**src/rtl/uart_pkg.sv**
```systemverilog
// Shared definitions for the FIFO-fed UART transmitter: FSM states and framing constants.
package uart_pkg;

   typedef enum logic [2:0] {
      IDLE,
      FETCH,
      WAIT,
      START,
      DATA,
      STOP
   } uart_state_e;

   localparam int UART_DATA_BITS    = 8;
   localparam int UART_CLKS_PER_BIT = 868;  // 100 MHz / 115200 baud

endpackage

```
**src/rtl/uart_baud_counter.sv**
```systemverilog
// Bit-period timer: counts 0..CLKS_PER_BIT-1 while enabled and flags the last cycle of each bit.
module uart_baud_counter
   import uart_pkg::*;
#(
   parameter int CLKS_PER_BIT = UART_CLKS_PER_BIT
) (
   input  logic clk,
   input  logic rst,
   input  logic clear,
   input  logic enable,
   output logic bit_tick,
   output logic pre_tick
);

   localparam int CNT_W = (CLKS_PER_BIT > 1) ? $clog2(CLKS_PER_BIT) : 1;
   localparam logic [CNT_W-1:0] LAST     = CNT_W'(CLKS_PER_BIT - 1);
   localparam logic [CNT_W-1:0] PRE_LAST = CNT_W'(CLKS_PER_BIT - 2);

   logic [CNT_W-1:0] count;

   // NOTE: sequential state uses non-blocking assignments so every flop samples pre-edge values.
   always_ff @(posedge clk or posedge rst) begin
      if (rst) begin
         count <= '0;
      end else if (clear) begin
         count <= '0;
      end else if (enable) begin
         count <= (count == LAST) ? '0 : count + CNT_W'(1);
      end
   end

   // pre_tick lets the parent register a pulse that lands on the final cycle of the bit.
   assign bit_tick = enable && (count == LAST);
   assign pre_tick = enable && (count == PRE_LAST);

endmodule

```
**src/rtl/fifo_uart_tx.sv**
```systemverilog
// Drains a byte FIFO and serialises each byte as an 8N1 UART frame on a registered tx line.
module fifo_uart_tx
   import uart_pkg::*;
#(
   parameter int CLKS_PER_BIT = UART_CLKS_PER_BIT,
   parameter int WIDTH        = UART_DATA_BITS
) (
   input  logic             clk,
   input  logic             rst,
   input  logic             tx_enable,
   input  logic             fifo_empty,
   output logic             fifo_rd_en,
   input  logic [WIDTH-1:0] fifo_rd_data,
   output logic             tx,
   output logic             busy,
   output logic             frame_done
);

   localparam logic [2:0] LAST_BIT = 3'(UART_DATA_BITS - 1);

   uart_state_e      state, state_nx;
   logic [WIDTH-1:0] shift_q, shift_nx;
   logic [2:0]       bit_idx, bit_idx_nx;
   logic             tx_nx, rd_en_nx, busy_nx, done_nx;
   logic             bit_tick, pre_tick;
   logic             baud_clear, baud_en;

   assign baud_clear = (state == WAIT);
   assign baud_en    = (state == START) || (state == DATA) || (state == STOP);

   uart_baud_counter #(
      .CLKS_PER_BIT(CLKS_PER_BIT)
   ) u_baud (
      .clk     (clk),
      .rst     (rst),
      .clear   (baud_clear),
      .enable  (baud_en),
      .bit_tick(bit_tick),
      .pre_tick(pre_tick)
   );

   // NOTE: every variable gets a default first so no path through the case can infer a latch.
   always_comb begin
      state_nx   = state;
      shift_nx   = shift_q;
      bit_idx_nx = bit_idx;
      tx_nx      = tx;
      rd_en_nx   = 1'b0;
      busy_nx    = busy;
      done_nx    = 1'b0;
      case (state)
         IDLE: begin
            if (tx_enable && !fifo_empty) begin
               state_nx = FETCH;
               rd_en_nx = 1'b1;
               busy_nx  = 1'b1;
            end
         end
         FETCH: state_nx = WAIT;
         WAIT: begin
            // FIFO data is valid now, one cycle after the read strobe.
            state_nx = START;
            shift_nx = fifo_rd_data;
            tx_nx    = 1'b0;
         end
         START: begin
            if (bit_tick) begin
               state_nx   = DATA;
               bit_idx_nx = '0;
               tx_nx      = shift_q[0];
            end
         end
         DATA: begin
            if (bit_tick) begin
               if (bit_idx == LAST_BIT) begin
                  state_nx = STOP;
                  tx_nx    = 1'b1;
               end else begin
                  bit_idx_nx = bit_idx + 3'd1;
                  tx_nx      = shift_q[bit_idx_nx];
               end
            end
         end
         STOP: begin
            done_nx = pre_tick;
            if (bit_tick) begin
               state_nx = IDLE;
               busy_nx  = 1'b0;
            end
         end
         default: state_nx = IDLE;
      endcase
   end

   // NOTE: the shift register is a handful of flops with no RAM behind it, so it is reset with the rest.
   always_ff @(posedge clk or posedge rst) begin
      if (rst) begin
         state      <= IDLE;
         shift_q    <= '0;
         bit_idx    <= '0;
         tx         <= 1'b1;
         fifo_rd_en <= 1'b0;
         busy       <= 1'b0;
         frame_done <= 1'b0;
      end else begin
         state      <= state_nx;
         shift_q    <= shift_nx;
         bit_idx    <= bit_idx_nx;
         tx         <= tx_nx;
         fifo_rd_en <= rd_en_nx;
         busy       <= busy_nx;
         frame_done <= done_nx;
      end
   end

endmodule

```
**config.mk**
```make
export PLATFORM = sky130hd
export DESIGN_NAME = fifo_uart_tx
export DESIGN_NICKNAME = d
export VERILOG_FILES = /design/src/rtl/uart_pkg.sv /design/src/rtl/uart_baud_counter.sv /design/src/rtl/fifo_uart_tx.sv
export SDC_FILE = /design/constraint.sdc
export NUM_CORES = 1
export LEC_CHECK = 0
export BUFFER_PORTS_ARGS = -buffer_cell sky130_fd_sc_hd__buf_2
export CAP_MARGIN = 25
export CELL_PAD_IN_SITES_DETAIL_PLACEMENT = 1
export CELL_PAD_IN_SITES_GLOBAL_PLACEMENT = 1
export CORE_UTILIZATION = 45
export DETAILED_ROUTE_END_ITERATION = 12
export PLACE_DENSITY = 0.75
export SETUP_SLACK_MARGIN = 0.1
export SYNTH_ARGS = -nofsm -noshare
export SYNTH_HDL_FRONTEND = slang
export SYNTH_SLANG_ARGS = --single-unit
```
**constraint.sdc**
```tcl
create_clock -name clk -period 2.55 [get_ports clk]
set_clock_uncertainty 0.05 [all_clocks]
set_input_delay 0.3825 -clock clk [delete_from_list [all_inputs] [get_ports clk]]
set_output_delay 0.3825 -clock clk [all_outputs]
set_load 0.01 [all_outputs]
```
==> results of run 1 <==
worst max path at each step:
stage,from,to,slack [ps],cells past startpoint
6_report,bit_idx[0],tx,610,6
2_1_floorplan,bit_idx[0],tx,780,6
3_3_place_gp,bit_idx[0],tx,660,6
5_1_grt,bit_idx[0],tx,470,6
4_1_cts,bit_idx[0],tx,580,6
3_5_place_dp,bit_idx[0],tx,610,6
worst reg2reg max path, stage by stage (launching register included):
cell	delay [ps]
sky130_fd_sc_hd__dfrtp_1	480
sky130_fd_sc_hd__ha_1	230
sky130_fd_sc_hd__ha_1	330
sky130_fd_sc_hd__mux4_2	300
sky130_fd_sc_hd__mux2_2	280
sky130_fd_sc_hd__o21ai_1	130
sky130_fd_sc_hd__a2bb2oi_1	70
metal layers:
metal	routed length, um	track usage (%)	up-vias
met2	1560	34.7	14
li1	-	-	519
met4	32	7.82	0
met1	1480	29.3	537
met5	0	0	-
met3	63	2.18	4
Yosys cell counts, drive strengths merged:
cell type,count
a21oi,3
a22o,3
a22oi,1
a2bb2oi,2
a31oi,2
and2,2
and3,1
and3b,1
and4b,1
buf,3
clkbuf,1
dfrtp,27
dfstp,1
ha,4
inv,4
mux2,10
mux2i,2
mux4,2
nand2,8
nand2b,4
nand3,4
nand3b,2
nand4,3
nor2,8
nor2b,1
nor3,4
nor3b,2
nor4,2
nor4b,1
o2111ai,1
o21ai,7
o21bai,2
o221ai,1
o22ai,1
o41ai,1
or3,3
or3b,1
xnor2,4
xor2,2
kinds of logic after synthesis:
kind of cell,after synthesis,synth area share (%)
AO/OA/AOI/OAI,24,11.0
XOR/XNOR,6,4.08
adder cells (fa/ha/maj),4,3.40
buffers and inverters,8,2.72
flip-flops,28,47.7
multiplexers,14,12.1
AND/OR/NAND/NOR,48,19.1
metrics by stage:
stage / utilization, % / hold slack (ps)
5_1_grt: 52.6 / 68.5
3_5_place_dp: 51.7 / 429
4_1_cts: 52.6 / 42.7
3_3_place_gp: 51.7 / 409
2_1_floorplan: - / 397
6_report: 52.6 / 34.0
registers in the layout (all words and copies together) (netlist names):
name	flops
bit_idx	3
busy	1
fifo_rd_en	1
frame_done	1
shift_q	8
state	3
tx	1
u_baud.count	10
area by class of cell:
| class | count | area (sq um) |
|---|---|---|
| well taps | 44 | 55.1 |
| multi-input cells | 96 | 731 |
| inverters | 4 | 15.0 |
| clock buffers | 4 | 26.3 |
| repair buffers | 17 | 90.1 |
| fillers | 361 | 1460 |
| flip-flops and latches | 28 | 702 |
report_power, final:
part	switching (W)	internal, W	leakage [nW]	total [W]
Sequential	0.00000408	0.000451	0.334	0.000455
Combinational	0.0000150	0.0000153	0.384	0.0000303
Clock	0.000129	0.0000615	0.0150	0.000191
==> results.sh, run 1 <==
export IMPL_status="completed"
export IMPL_seq_area_frac_synth_pct=47.7
export IMPL_critical_path_cell_chain="ha_1, ha_1, mux4_2, mux2_2, o21ai_1, a2bb2oi_1"
export IMPL_min_path_type="input port to asynchronous set/reset pin"
export IMPL_reg2reg_slack_ps=610
export IMPL_max_cap_viol_count=0
export IMPL_placedInstanceArea_sq_um=1590
export IMPL_floorplan_core_area_sq_um=3080
export IMPL_critPathSlowestCell="sky130_fd_sc_hd__dfrtp_1"
export IMPL_worst_r2r_path_depth=6
export IMPL_ys_warnings_count=0
export IMPL_transition_time_of_the_tightest_slew_check_pin_ps=664
export IMPL_via_per_inst=5.56
export IMPL_clock_tree_from_tritoncts="built"
export IMPL_max_clock_freq_mhz=516
export IMPL_io_buffers=15
export IMPL_critical_path_arrival_ps=2160
export IMPL_cts_max_path_buffers=2
export IMPL_number_of_antenna_violations_at_the_first_check_in_global_routing=0
export IMPL_type_of_the_worst_setup_path="flop to flop"
export IMPL_drtIter0Drc=18
export IMPL_design_portCount=16
export IMPL_post_cts_setup_buffer_count=0
export IMPL_unrepaired_setup_endpoints_after_global_routing="no"
export IMPL_fin_nets=166
export IMPL_synth_area_top_cells="sky130_fd_sc_hd__dfrtp_1 46%, sky130_fd_sc_hd__mux2_2 4.6%, sky130_fd_sc_hd__ha_1 3.4%, sky130_fd_sc_hd__mux2_1 3.1%, sky130_fd_sc_hd__mux4_2 3.1%"
export IMPL_postSynthNetCount=148
export IMPL_count_of_standard_cell_rows=20
export IMPL_netlist_instances=132
export IMPL_total_via_count_after_detailed_routing=1074
export IMPL_worst_setup_path_start_kind="flop"
export IMPL_synth_distinct_cells=45
export IMPL_start_util_pct=47.8
export IMPL_cts_reportedPaths_clkPinSlew_ps=150
export IMPL_grt_pass1_wl_um=5500
export IMPL_drc_errors=0
export IMPL_mostFrequentLayoutCell="sky130_fd_sc_hd__dfrtp_1"
export IMPL_pleak_nw=0.733
export IMPL_critical_path_required_ps=2770
export IMPL_mostFrequentLayoutCells="27 x sky130_fd_sc_hd__dfrtp_1, 15 x sky130_fd_sc_hd__buf_2, 8 x sky130_fd_sc_hd__nand2_1"
export IMPL_yosys_register_bits=28
export IMPL_place_congestion=0.764
export IMPL_cp_max_fo=4
export IMPL_layout_min_cycle_time_ps=1940
export IMPL_fp_dieArea_sq_um=3510
export IMPL_fin_ws_ps=610
export IMPL_post_synth_instance_area_sq_um=1470
export IMPL_final_design_area_no_fill_sq_um=1620
export IMPL_drt_pre_antenna_iters=4
export IMPL_antenna_left=0
export IMPL_synthDominantAreaCellType="sky130_fd_sc_hd__dfrtp_1"
export IMPL_setup_tns_final_ps=0
export IMPL_path_buf_inv=0
export IMPL_end_kind="flop"
export IMPL_worstSkewPairLatency_ps=330
export IMPL_post_place_ws_ps=607
export IMPL_fin_crit_sh_pct=76.1
export IMPL_fin_cells=193
export IMPL_clock_root_buffer="sky130_fd_sc_hd__clkbuf_4"
export IMPL_post_synth_top_area_fraction_pct=45.9
export IMPL_worst_r2r_endpoint="tx"
export IMPL_rr_startpoint="bit_idx[0]"
export IMPL_die_height_um=59.2
export IMPL_slowest_delay_ps=480
export IMPL_timing_final_max_slew_violations=0
export IMPL_post_synth_cell_area_avg_sq_um=11.2
export IMPL_track_usage_pct=21.3
export IMPL_wirelength_um=3140
export IMPL_cts_buffers_inserted=3
export IMPL_total_placed_cells_including_tap_cells=189
export IMPL_cts_hold_buffers=0
export IMPL_ir_drop_mv=0.255
export IMPL_cts_htree_levels=1
export IMPL_final_setup_viol_count=0
export IMPL_crit_top_cell="sky130_fd_sc_hd__ha_1"
export IMPL_grt_overflow=0
export IMPL_grt_max_degree=29
export IMPL_wire_per_inst_um=16.3
export IMPL_post_cts_resized=0
export IMPL_die_w_um=59.2
export IMPL_dp_final_hpwl_um=2320
export IMPL_report_power_total_w=0.000676
export IMPL_slew_headroom_pct=55.4
export IMPL_power_per_cell_area_nw_per_um2=418
export IMPL_antenna_diode_count=0
export IMPL_grt_pass1_vias=1116
export IMPL_timing_critical_path_max_delay_family="multiplexers"
export IMPL_share_of_final_layout_standard_cells_stronger_than_drive_strength_1_pct=22.1
export IMPL_clock_sinks=28
export IMPL_layout_area_overhead_vs_synth_pct=9.94
export IMPL_timing_final_hold_violations=0
Power figures use the tool's default switching activity.
==> run 2: changes to the inputs <==
Clock period 2.55 ns to 1.9 ns, I/O delays scaled along.
==> results.sh, run 2 (synthesized netlist as in run 1, its figures left out) <==
export IMPL_cts_max_path_buffers=2
export IMPL_worstSkewPairLatency_ps=350
export IMPL_largest_reg_by_ff_count="u_baud.count"
export IMPL_largest_registers="u_baud.count x10, shift_q x8"
export IMPL_track_usage_pct=21.5
export IMPL_maxUsedRoutingLayer="met4"
export IMPL_cts_buffers_inserted=3
export IMPL_wire_per_inst_um=16.6
export IMPL_place_congestion=0.732
export IMPL_mostFrequentLayoutCell="sky130_fd_sc_hd__dfrtp_1"
export IMPL_route_met2_wl_um=1630
export IMPL_critical_path_arrival_ps=2030
export IMPL_fp_dieArea_sq_um=3510
export IMPL_worst_setup_path_start_kind="flop"
export IMPL_number_of_antenna_violations_at_the_first_check_in_global_routing=0
export IMPL_critical_path_required_ps=2140
export IMPL_drc_errors=0
export IMPL_type_of_the_worst_setup_path="flop to flop"
export IMPL_largest_register_ffs=10
export IMPL_worst_r2r_path_depth=6
export IMPL_timing_final_hold_violations=0
export IMPL_die_w_um=59.2
export IMPL_grt_pass1_wl_um=5510
export IMPL_mostFrequentLayoutCells="26 x sky130_fd_sc_hd__dfrtp_1, 15 x sky130_fd_sc_hd__buf_2, 8 x sky130_fd_sc_hd__nand2_1"
export IMPL_grt_pass1_vias=1168
export IMPL_floorplan_core_area_sq_um=3080
export IMPL_worst_r2r_endpoint="tx"
export IMPL_reg2reg_slack_ps=100
export IMPL_timing_hold_ws_ps=90.5
export IMPL_min_path_type="input port to flop"
export IMPL_setup_tns_final_ps=0
export IMPL_hold_path_startpoint="fifo_rd_data[1]"
export IMPL_cp_max_fo=3
export IMPL_cts_reportedPaths_clkPinSlew_ps=160
export IMPL_pleak_nw=0.766
export IMPL_start_util_pct=47.8
export IMPL_max_clock_freq_mhz=557
export IMPL_drt_met1_wl_um=1520
export IMPL_ir_drop_mv=0.267
export IMPL_design_portCount=16
export IMPL_drtIter0Drc=53
export IMPL_drt_pre_antenna_iters=4
export IMPL_rr_startpoint="bit_idx[1]"
export IMPL_dp_final_hpwl_um=2370
export IMPL_timing_final_max_slew_violations=0
export IMPL_io_buffers=15
export IMPL_final_setup_viol_count=0
export IMPL_antenna_left=0
export IMPL_total_via_count_after_detailed_routing=1125
export IMPL_cts_htree_levels=1
export IMPL_worst_hold_path_endpoint="shift_q[1]"
export IMPL_layout_min_cycle_time_ps=1800
export IMPL_share_of_final_layout_standard_cells_stronger_than_drive_strength_1_pct=27.7
export IMPL_end_kind="flop"
export IMPL_power_per_cell_area_nw_per_um2=616
export IMPL_layout_area_overhead_vs_synth_pct=16.9
export IMPL_grt_overflow=0
export IMPL_via_per_inst=5.65
export IMPL_transition_time_of_the_tightest_slew_check_pin_ps=675
export IMPL_slew_headroom_pct=54.7
export IMPL_clock_sinks=28
export IMPL_clock_tree_from_tritoncts="built"
export IMPL_fin_crit_sh_pct=94.5
export IMPL_wirelength_um=3300
export IMPL_routed_wl_met3_um=77
export IMPL_unrepaired_setup_endpoints_after_global_routing="yes"
export IMPL_count_of_standard_cell_rows=20
export IMPL_antenna_diode_count=0
export IMPL_max_cap_viol_count=0
export IMPL_status="completed"
export IMPL_hold_depth=2
export IMPL_die_height_um=59.2
export IMPL_clock_root_buffer="sky130_fd_sc_hd__clkbuf_4"
export IMPL_post_cts_setup_buffer_count=0
export IMPL_fin_nets=172
export IMPL_grt_max_degree=29
==> run 2: worst max-delay path by stage <==
stage                    start  to  slack [ps]
floorplan           bit_idx[0]  tx         130
global placement    bit_idx[0]  tx         170
detailed placement  bit_idx[1]  tx          70
CTS                 bit_idx[0]  tx         120
global route        bit_idx[0]  tx          30
finish              bit_idx[1]  tx         100
==> run 2: stage by stage <==
step	utilization [%]	setup WS, ps	power (W)	area (sq um)	instances
global placement	53.0	171	0.000662	1630	194
floorplan	-	133	0.000643	1470	132
CTS	55.5	122	0.00108	1710	199
global route	55.9	34.6	0.00110	1720	199
detailed placement	53.0	71.6	0.000666	1630	194
finish	55.9	105	0.00106	1720	199
==> run 2: report_power, final <==
part	internal (W)	leakage [nW]	switching [W]	total, W
Combinational	0.0000219	0.405	0.0000206	0.0000425
Clock	0.000214	0.0279	0.000192	0.000406
Sequential	0.000606	0.332	0.00000685	0.000613
==> run 2: critical path, cell delays in order, from the launching register on <==
cell and delay, ps:
sky130_fd_sc_hd__dfrtp_1 430, sky130_fd_sc_hd__ha_2 190, sky130_fd_sc_hd__ha_4 280, sky130_fd_sc_hd__mux4_2 290, sky130_fd_sc_hd__mux2_2 300, sky130_fd_sc_hd__o21ai_2 120, sky130_fd_sc_hd__a2bb2oi_1 80
==> run 2: layout make-up <==
type,count,area [sq um]
clock buffers,3,22.5
clock inverters,1,30.0
fillers,358,1360
inverters,4,15.0
multi-input cells,96,758
flip-flops and latches,28,703
well taps,44,55.1
repair buffers,23,138
==> run 2: timing repair <==
item	CTS	global route
hold endpoints to repair	27	0
endpoints found under the setup margin	2	9
hold buffers	1	0
resized for setup	3	2
==> run 2: per-layer routing <==
layer | global-route usage (%) | vias to the layer above
met2 | 34.7 | 16
met5 | 0 | -
li1 | - | 529
met3 | 3.71 | 7
met1 | 28.1 | 573
met4 | 9.86 | 0
==> run 3: changes to the inputs <==
Settings changed: CELL_PAD_IN_SITES_DETAIL_PLACEMENT 1 to 2, CELL_PAD_IN_SITES_GLOBAL_PLACEMENT 1 to 2, CORE_UTILIZATION 45 to 38, PLACE_DENSITY 0.75 to 0.76.
==> results.sh, run 3 (synthesized netlist as in run 1, its figures left out) <==
export IMPL_status="completed"
export IMPL_final_setup_viol_count=0
export IMPL_critical_path_arrival_ps=1920
export IMPL_pleak_nw=0.778
export IMPL_timing_critical_path_max_delay_family="multiplexers"
export IMPL_cts_max_path_buffers=2
export IMPL_fin_crit_sh_pct=93.1
export IMPL_min_path_type="input port to asynchronous set/reset pin"
export IMPL_drt_pre_antenna_iters=4
export IMPL_wire_per_inst_um=18.8
export IMPL_post_place_ws_ps=44.6
export IMPL_cp_max_fo=3
export IMPL_clock_root_buffer="sky130_fd_sc_hd__clkbuf_8"
export IMPL_layout_area_overhead_vs_synth_pct=19.5
export IMPL_placedInstanceArea_sq_um=1630
export IMPL_max_cap_viol_count=0
export IMPL_critical_path_required_ps=2050
export IMPL_final_design_area_no_fill_sq_um=1760
export IMPL_largest_register_ffs=10
export IMPL_number_of_antenna_violations_at_the_first_check_in_global_routing=0
export IMPL_critical_path_cell_chain="ha_4, ha_4, mux4_2, mux2_4, o21ai_2, a2bb2oi_2"
export IMPL_unrepaired_setup_endpoints_after_global_routing="yes"
export IMPL_via_per_inst=5.53
export IMPL_mostFrequentLayoutCells="25 x sky130_fd_sc_hd__dfrtp_1, 15 x sky130_fd_sc_hd__buf_2, 8 x sky130_fd_sc_hd__nand2_1"
export IMPL_multi_input_area_sq_um=798
export IMPL_end_kind="flop"
export IMPL_grt_pass1_wl_um=5910
export IMPL_track_usage_pct=18.9
export IMPL_cts_hold_buffers=0
export IMPL_dp_final_hpwl_um=2690
export IMPL_fin_cells=202
export IMPL_slowest_delay_ps=430
export IMPL_largest_reg_by_ff_count="u_baud.count"
export IMPL_count_of_standard_cell_rows=22
export IMPL_grt_max_degree=29
export IMPL_worstSkewPairLatency_ps=270
export IMPL_cts_htree_levels=1
export IMPL_register_area_sq_um=704
export IMPL_total_placed_cells_including_tap_cells=197
export IMPL_grt_overflow=0
export IMPL_max_clock_freq_mhz=566
export IMPL_fin_nets=171
export IMPL_grt_pass1_vias=1203
export IMPL_ir_drop_mv=0.264
export IMPL_antenna_left=0
export IMPL_path_buf_inv=0
export IMPL_drtIter0Drc=39
export IMPL_antenna_diode_count=0
export IMPL_setup_tns_final_ps=0
export IMPL_layout_min_cycle_time_ps=1770
export IMPL_slew_headroom_pct=65.7
export IMPL_design_portCount=16
export IMPL_timing_hold_ws_ps=11.3
export IMPL_io_buffers=15
export IMPL_type_of_the_worst_setup_path="flop to flop"
export IMPL_clock_tree_from_tritoncts="built"
export IMPL_clock_sinks=28
export IMPL_timing_final_hold_violations=0
export IMPL_total_via_count_after_detailed_routing=1118
export IMPL_worst_setup_path_start_kind="flop"
export IMPL_start_util_pct=39.9
export IMPL_transition_time_of_the_tightest_slew_check_pin_ps=512
export IMPL_mostFrequentLayoutCell="sky130_fd_sc_hd__dfrtp_1"
export IMPL_critPathSlowestCell="sky130_fd_sc_hd__dfrtp_1"
export IMPL_share_of_final_layout_standard_cells_stronger_than_drive_strength_1_pct=31.2
export IMPL_timing_final_max_slew_violations=0
export IMPL_floorplan_core_area_sq_um=3690
export IMPL_die_w_um=64.3
export IMPL_fp_dieArea_sq_um=4130
export IMPL_largest_registers="u_baud.count x10, shift_q x8"
export IMPL_crit_top_cell="sky130_fd_sc_hd__ha_4"
export IMPL_die_height_um=64.3
export IMPL_wirelength_um=3800
export IMPL_filler_cell_count=390
export IMPL_place_congestion=0.808
export IMPL_cts_reportedPaths_clkPinSlew_ps=100
export IMPL_drc_errors=0
export IMPL_cts_buffers_inserted=3
export IMPL_fin_ws_ps=132
export IMPL_power_per_cell_area_nw_per_um2=585
==> run 3: changes by cell type in the layout (fill, tap and decap cells not counted), sizes merged <==
cell,previous run,this run
clkbuf,3,4
dlygate4sd3,1,0
bufinv,1,0
==> run 3: worst min-delay path, cell delays in order <==
cell and delay, ps:
sky130_fd_sc_hd__buf_2 90, sky130_fd_sc_hd__inv_1 40, sky130_fd_sc_hd__buf_4 330
==> run 3: final timing paths <==
path | slack [ps] | depth (start not counted) | startpoint | to
worst max-delay path | 130 | 6 | bit_idx[0] | tx
worst min-delay path | 10 | 3 | rst | u_baud.count[6]
worst max register to register | 130 | 6 | bit_idx[0] | tx
max in group asynchronous | 1470 | 3 | rst | tx
worst min register to register | 450 | 1 | shift_q[1] | shift_q[1]
min in group clk | 180 | 2 | fifo_rd_data[3] | shift_q[3]
==> run 3: repair_timing <==
action / in CTS / in global routing
setup endpoints to repair: 7 / 14
gates resized for setup: 4 / 9
pin swaps: 0 / 2
setup buffers: 0 / 1
==> run 3: metrics by stage <==
stage          total power [W]  util, %
2_1_floorplan         0.000643        -
3_3_place_gp          0.000663     44.1
3_5_place_dp          0.000667     44.1
4_1_cts                0.00104     46.1
5_1_grt                0.00106     47.7
6_report               0.00103     47.7
==> run 3: layout make-up <==
cell class              instances  area share, %
clock buffers                   4           3.13
inverters                       4          0.853
multi-input cells              96           45.3
flip-flops and latches         28           40.0
well taps                      48           3.41
repair buffers                 22           7.25
==> run 3: where the power goes <==
part           switching, W  internal (W)
Sequential       0.00000631      0.000605
Clock              0.000190      0.000186
Combinational     0.0000215     0.0000212
Total              0.000218      0.000812
==> run 3: layer usage <==
| layer | track usage (%) | part of all wire [%] | wire [um] | vias to the layer above |
|---|---|---|---|---|
| met2 | 34.1 | 54 | 2050 | 11 |
| met4 | 5.00 | 0.87 | 33 | 0 |
| li1 | - | - | - | 529 |
| met5 | 0 | 0 | 0 | - |
| met3 | 2.14 | 1.8 | 70 | 4 |
| met1 | 23.5 | 43 | 1640 | 574 |
